==> config.mk <==
export PLATFORM = sky130hd
export DESIGN_NAME = aes_uart_dump
export DESIGN_NICKNAME = d
export VERILOG_FILES = /design/src/rtl/aes_uart_dump.sv
export SDC_FILE = /design/constraint.sdc
export NUM_CORES = 1
export LEC_CHECK = 0
export CORE_ASPECT_RATIO = 0.9
export CORE_MARGIN = 1.5
export CORE_UTILIZATION = 50
export DETAILED_ROUTE_END_ITERATION = 16
export MAX_ROUTING_LAYER = met4
export PLACE_DENSITY = 0.77
export SLEW_MARGIN = 20
export SYNTH_ARGS = -nofsm -noshare
export SYNTH_HDL_FRONTEND = slang
export SYNTH_SLANG_ARGS = --single-unit
==> constraint.sdc <==
create_clock -name clk -period 8 [get_ports clk]
set_clock_uncertainty 0.05 [all_clocks]
set_input_delay 0.8 -clock clk [delete_from_list [all_inputs] [get_ports clk]]
set_output_delay 0.8 -clock clk [all_outputs]
set_load 0.005 [all_outputs]
==> src/rtl/aes_uart_dump.sv <==
// aes_uart_dump
// -------------
// Sends the AES-128 ciphertext out of a UART TX pin as uppercase ASCII hex,
// most-significant nibble first. A dump starts on a rising edge of the AES
// core's done level and sends 32 characters, each framed 8N1.
//
// Optional build macro: UART_DUMP_CRLF_EN
//   When defined, CR (0x0D) and LF (0x0A) follow the 32 hex characters, so
//   each dump is 34 characters long.
//
// Parameters:
//   CLK_FREQ   system clock frequency in Hz
//   BAUD       UART bit rate; CLKS_PER_BIT = CLK_FREQ / BAUD
//
// Ports:
//   clk        system clock, rising edge
//   rst        asynchronous, active-high reset
//   done       AES core done level; a 0->1 transition starts a dump
//   ciphertext AES core output, sampled only on the capture cycle
//   tx         UART serial output, idle high
//   busy       high from the capture cycle until the last stop bit ends
//   dump_done  one-cycle pulse after the final character's stop bit
//   dbg_state  current FSM state, for debug and checkers
//
// Handshake: there is no ready/valid here. done is an edge-triggered request;
// a rising edge seen while busy is high is dropped, never queued.

module aes_uart_dump #(
    parameter int CLK_FREQ = 100000000,
    parameter int BAUD     = 115200
) (
    input  logic         clk,
    input  logic         rst,
    input  logic         done,
    input  logic [127:0] ciphertext,
    output logic         tx,
    output logic         busy,
    output logic         dump_done,
    output logic [2:0]   dbg_state
);

    localparam int CLKS_PER_BIT = CLK_FREQ / BAUD;
    localparam int CNT_W        = (CLKS_PER_BIT > 1) ? $clog2(CLKS_PER_BIT) : 1;
    localparam logic [CNT_W-1:0] BAUD_LAST = CNT_W'(CLKS_PER_BIT - 1);

`ifdef UART_DUMP_CRLF_EN
    localparam int NUM_CHARS = 34;
`else
    localparam int NUM_CHARS = 32;
`endif

    typedef enum logic [2:0] {
        IDLE  = 3'd0,
        START = 3'd1,
        DATA  = 3'd2,
        STOP  = 3'd3,
        NEXT  = 3'd4
    } state_t;

    state_t           state_q, state_d;
    logic [CNT_W-1:0] baud_cnt_q, baud_cnt_d;
    logic [2:0]       bit_idx_q, bit_idx_d;
    logic [5:0]       char_cnt_q, char_cnt_d;   // characters loaded so far
    logic [127:0]     shreg_q, shreg_d;
    logic [7:0]       char_q, char_d;
    logic             tx_q, tx_d;
    logic             busy_q, busy_d;
    logic             dump_done_q, dump_done_d;
    logic             done_q, done_d;
    logic             trigger;

    function automatic logic [7:0] hex_ascii(input logic [3:0] n);
        if (n < 4'd10) begin
            return 8'h30 + {4'h0, n};
        end
        return 8'h37 + {4'h0, n};
    endfunction

    // Character for slot cnt; the shift register already holds the next
    // nibble in its top four bits.
    function automatic logic [7:0] next_char(input logic [5:0] cnt,
                                             input logic [3:0] nib);
`ifdef UART_DUMP_CRLF_EN
        if (cnt == 6'd32) begin
            return 8'h0D;
        end
        if (cnt == 6'd33) begin
            return 8'h0A;
        end
`else
        if (cnt > 6'd63) begin
            return 8'h00;   // unreachable, keeps cnt used in this build
        end
`endif
        return hex_ascii(nib);
    endfunction

    assign trigger = done & ~done_q;

    always_comb begin
        state_d     = state_q;
        baud_cnt_d  = baud_cnt_q;
        bit_idx_d   = bit_idx_q;
        char_cnt_d  = char_cnt_q;
        shreg_d     = shreg_q;
        char_d      = char_q;
        tx_d        = tx_q;
        busy_d      = busy_q;
        dump_done_d = 1'b0;
        done_d      = done;

        case (state_q)
            IDLE: begin
                tx_d   = 1'b1;
                busy_d = 1'b0;
                if (trigger) begin
                    char_d     = hex_ascii(ciphertext[127:124]);
                    shreg_d    = {ciphertext[123:0], 4'h0};
                    char_cnt_d = 6'd1;
                    baud_cnt_d = '0;
                    tx_d       = 1'b0;
                    busy_d     = 1'b1;
                    state_d    = START;
                end
            end
            START: begin
                if (baud_cnt_q == BAUD_LAST) begin
                    baud_cnt_d = '0;
                    bit_idx_d  = 3'd0;
                    tx_d       = char_q[0];
                    state_d    = DATA;
                end else begin
                    baud_cnt_d = baud_cnt_q + 1'b1;
                end
            end
            DATA: begin
                if (baud_cnt_q == BAUD_LAST) begin
                    baud_cnt_d = '0;
                    if (bit_idx_q == 3'd7) begin
                        bit_idx_d = 3'd0;
                        tx_d      = 1'b1;
                        state_d   = STOP;
                    end else begin
                        bit_idx_d = bit_idx_q + 3'd1;
                        tx_d      = char_q[bit_idx_q + 3'd1];
                    end
                end else begin
                    baud_cnt_d = baud_cnt_q + 1'b1;
                end
            end
            STOP: begin
                tx_d = 1'b1;
                if (baud_cnt_q == BAUD_LAST) begin
                    baud_cnt_d = '0;
                    state_d    = NEXT;
                end else begin
                    baud_cnt_d = baud_cnt_q + 1'b1;
                end
            end
            NEXT: begin
                if (char_cnt_q < 6'(NUM_CHARS)) begin
                    char_d     = next_char(char_cnt_q, shreg_q[127:124]);
                    shreg_d    = {shreg_q[123:0], 4'h0};
                    char_cnt_d = char_cnt_q + 6'd1;
                    tx_d       = 1'b0;
                    state_d    = START;
                end else begin
                    dump_done_d = 1'b1;
                    busy_d      = 1'b0;
                    char_cnt_d  = 6'd0;
                    tx_d        = 1'b1;
                    state_d     = IDLE;
                end
            end
            default: begin
                state_d = IDLE;
                tx_d    = 1'b1;
                busy_d  = 1'b0;
            end
        endcase
    end

    // Async reset forces tx high the moment rst rises, abandoning any frame.
    always_ff @(posedge clk or posedge rst) begin
        if (rst) begin
            state_q     <= IDLE;
            baud_cnt_q  <= '0;
            bit_idx_q   <= 3'd0;
            char_cnt_q  <= 6'd0;
            shreg_q     <= '0;
            char_q      <= 8'h00;
            tx_q        <= 1'b1;
            busy_q      <= 1'b0;
            dump_done_q <= 1'b0;
            done_q      <= 1'b0;
        end else begin
            state_q     <= state_d;
            baud_cnt_q  <= baud_cnt_d;
            bit_idx_q   <= bit_idx_d;
            char_cnt_q  <= char_cnt_d;
            shreg_q     <= shreg_d;
            char_q      <= char_d;
            tx_q        <= tx_d;
            busy_q      <= busy_d;
            dump_done_q <= dump_done_d;
            done_q      <= done_d;
        end
    end

    assign tx        = tx_q;
    assign busy      = busy_q;
    assign dump_done = dump_done_q;
    assign dbg_state = state_q;

endmodule

==> metrics.log <==
INFO  metric worst_setup_hold_path_clk_slew = about 0.06 ns
INFO  metric syn_area_per_cell = between 10 and 15 µm²
INFO  metric worstSkewPairLatency = approximately 0.43 ns
INFO  metric total_overflow_reported_by_the_global_router = 0
INFO  metric hpwlAfterDp = 11100 µm
INFO  metric netlist_area = ~7500 µm²
INFO  metric critPathArrivalTime = 3.33 ns
INFO  metric final_cell_mix = dfrtp_1 (156), nand2_1 (141), clkdlybuf4s50_1 (136)
INFO  metric route.antenna.remaining_nets = 0
INFO  metric total_routing_resource_utilization_after_global_routing = between 20% and 30%
INFO  metric startpoint_type = primary input
INFO  metric min_period = 3.13 ns
INFO  metric rsz0062_at_grt = false
INFO  metric worstReg2RegStart = dbg_state[2]
INFO  metric synth_compound_area_share = between 10% and 20%
INFO  metric mostFrequentLayoutCell = dfrtp_1
INFO  metric maxSlewHeadroom = between 30% and 40%
INFO  metric synthesis.yosys.warnings = 0
INFO  metric slowest_cell_on_crit_path = buf_4
INFO  metric worst_ir_drop_vdd = between 0.00015 and 0.0002 V
INFO  metric clock-root-buffer = clkbuf_16
INFO  metric synthArstFlopShare = 100%
INFO  metric holdCritStartpoint = shreg_q[52]
INFO  metric cts.sinks = ~160
INFO  metric count_of_hold_fix_buffers_inserted_at_cts = 0
INFO  metric crit_required = 8.20 ns
INFO  metric synth-seq-area-share = a little over half
INFO  metric synth_edf_count = 0
INFO  metric final-setup-viol-count = 0
INFO  metric worstSetupPathType = in -> reg
INFO  metric min_period_over_period = between 30% and 40%
INFO  metric clk_path_buf_depth = 2
INFO  metric cell_types_with_the_largest_area_share_after_synthesis = dfrtp_1 (52%), mux2i_1 (17%), o21ai_0 (7.7%)
INFO  metric antenna_found_initial = 0
INFO  metric worst-r2r-setup-slack = 5.03 ns
INFO  metric slew_viol_final = 0
INFO  metric postSynth.topFlopCell = dfrtp_1
INFO  metric antenna_cells = 0
INFO  metric whs_endpoint = shreg_q[52]
INFO  metric initial_utilization = between 50% and 60%
INFO  metric route.detailed.drc = 0
INFO  metric final_layout_size_suffix_gt1_share = roughly 5.5%
INFO  metric least_margin_pin_slew = 1.04 ns
INFO  metric status = completed
INFO  metric leakage_component_of_the_power = between 4 and 5 nW
INFO  metric cts.htree.levels = 4
INFO  metric critical_path.max_stage_delay = ~0.9 ns
INFO  metric hp-class = reg -> reg
INFO  metric ys_seq_elements = ~160
INFO  metric areaGrowthSynthToFinish = 26.2%
INFO  metric critical_path_cell_by_cell = clkdlybuf4s50_1 -> nor3b_1 -> o21ai_4 -> buf_4 -> o21ai_0
INFO  metric post_synth_fa_ha_maj_area_fraction = less than 1%
INFO  metric cts.repair.resized = 0
INFO  metric worst_r2r_path_depth = 4
INFO  metric placementRows = 42
INFO  metric grt_start_max_net_pins = 123
INFO  metric netlist.area_leader.share = 52.0%
INFO  metric synth_top_area_cell = dfrtp_1
INFO  metric power_density = around 220 nW/µm²
INFO  metric die-width = approximately 130 µm
INFO  metric total_nets_after_synthesis = between 800 and 900
INFO  metric synth.mux.area_fraction = 17.1%
INFO  metric endpoint_kind = flip-flop
INFO  metric fin_nets = between 900 and 1000
INFO  metric top_level_ports = 137
INFO  metric dominant_combinational_cell_family_by_area_after_synthesis = multiplexers
INFO  metric synth-simple-area-share = a little under an eighth
INFO  metric fp.dieArea = about 16000 µm²
INFO  metric clock_buffer_count_from_cts = 17
INFO  metric grt_pass1_wl = roughly 27000 µm
INFO  metric achievable-frequency = between 300 and 400 MHz
INFO  metric die-height = around 120 µm
INFO  metric drt_iter0_drc = about 300
INFO  metric p_total = 2.10 mW
INFO  metric drv_cap = 0
INFO  metric vias = 5626
INFO  metric num-fill-cells = around 1200
INFO  metric drt-vias-per-instance = 5.34
INFO  metric via_count_of_the_first_global_routing_pass = around 5600
INFO  metric synth-xor-area-share = less than 1%
INFO  metric place.gp.congestion = around 0.85
INFO  metric cp_max_fo = around 120
INFO  metric syn_inst = 732
INFO  metric placeableCoreArea = between 10000 and 15000 µm²
INFO  metric route.final.wire_length = approximately 16000 µm
INFO  metric fin_setup_tns = 0 ns
INFO  metric netlist-cell-type-count = between 50 and 60
INFO  metric wl_per_cell = between 15 and 20 µm
INFO  metric worstReg2RegEnd = shreg_q[87]
INFO  metric port_buffers = approximately 140
INFO  metric tritoncts = built
INFO  metric drt_first_pass_iters = 4
INFO  metric post_cts_setup_repair_buffer_count = 0
INFO  metric holdPathStages = 2
INFO  metric final-hold-violation-count = 0
layer usage:
layer | GRT usage [%] | routed length, µm
met5 | - | 0
met4 | 9.20 | 312
met3 | 5.15 | 793
met2 | 33.8 | 7520
met1 | 29.8 | 7700
cell usage after synthesis, types with 3 or more instances:
master      n
buf_6       7
nor3b_1     3
a21o_1      3
inv_1      10
o21ai_0   116
and3_1      4
dfrtp_1   156
nand2b_1    4
nor3_1      4
o31ai_1     3
ha_1        6
xnor2_1     4
a211oi_1    3
nand2_1   141
nand4_1     4
a22o_1      7
a21oi_1     7
nand3_1     7
buf_2      24
clkbuf_1   16
mux2i_1   125
o21ai_1    27
nor2_1     14
area by class of cell:
type | count | area, µm² | area share (%)
Clock inverter | 6 | 57.6 | 0.607
Sequential cell | 157 | 3930 | 41.4
Multi-Input combinational cell | 516 | 3290 | 34.7
Clock buffer | 25 | 515 | 5.44
Tap cell | 198 | 248 | 2.61
Timing Repair Buffer | 141 | 1400 | 14.8
Inverter | 10 | 42.5 | 0.449
state kept, by name, summed over array words and instances (netlist names):
signal	cells
done_q	1
dbg_state	3
dump_done	1
baud_cnt_q	10
char_cnt_q	6
tx	1
shreg_q	124
bit_idx_q	3
char_q	7
busy	1
where the power goes:
group,internal [mW],switching [mW]
Clock,0.474,0.306
Combinational,0.156,0.126
Sequential,0.942,0.0980
Total,1.57,0.529
worst max-delay path by stage:
stage / start / slack, ns / depth (start not counted) / end
detailed placement: done / 4.46 / 5 / shreg_q[22]
floorplan: rst / 2.92 / 1 / baud_cnt_q[0]
finish: done / 4.87 / 5 / shreg_q[99]
global placement: done / 4.58 / 6 / char_q[4]
CTS: done / 4.91 / 5 / shreg_q[99]
global route: done / 4.61 / 5 / shreg_q[99]
worst max-delay path, delay by kind of cell:
family	cells	cell delay (ns)
AO/OA/AOI/OAI	2	0.89
buffers and inverters	2	1.34
AND/OR/NAND/NOR	1	0.21
stage by stage:
stage               setup slack [ns]  utilization [%]  hold WS [ns]  area, µm²  std cells
floorplan                       2.92                -         0.394       7510        732
global placement                4.58             60.6         0.410       8910       1022
detailed placement              4.46             60.6         0.420       8910       1022
CTS                             4.91             64.4         0.433       9480       1053
global route                    4.61             64.4         0.448       9480       1053
finish                          4.87             64.4         0.429       9480       1053
logic make-up after synthesis:
group                    after synthesis
adder cells (fa/ha/maj)                6
AO/OA/AOI/OAI                        181
buffers and inverters                 59
AND/OR/NAND/NOR                      197
flip-flops                           157
multiplexers                         127
XOR/XNOR                               5
(Power assumes the default switching activity.)
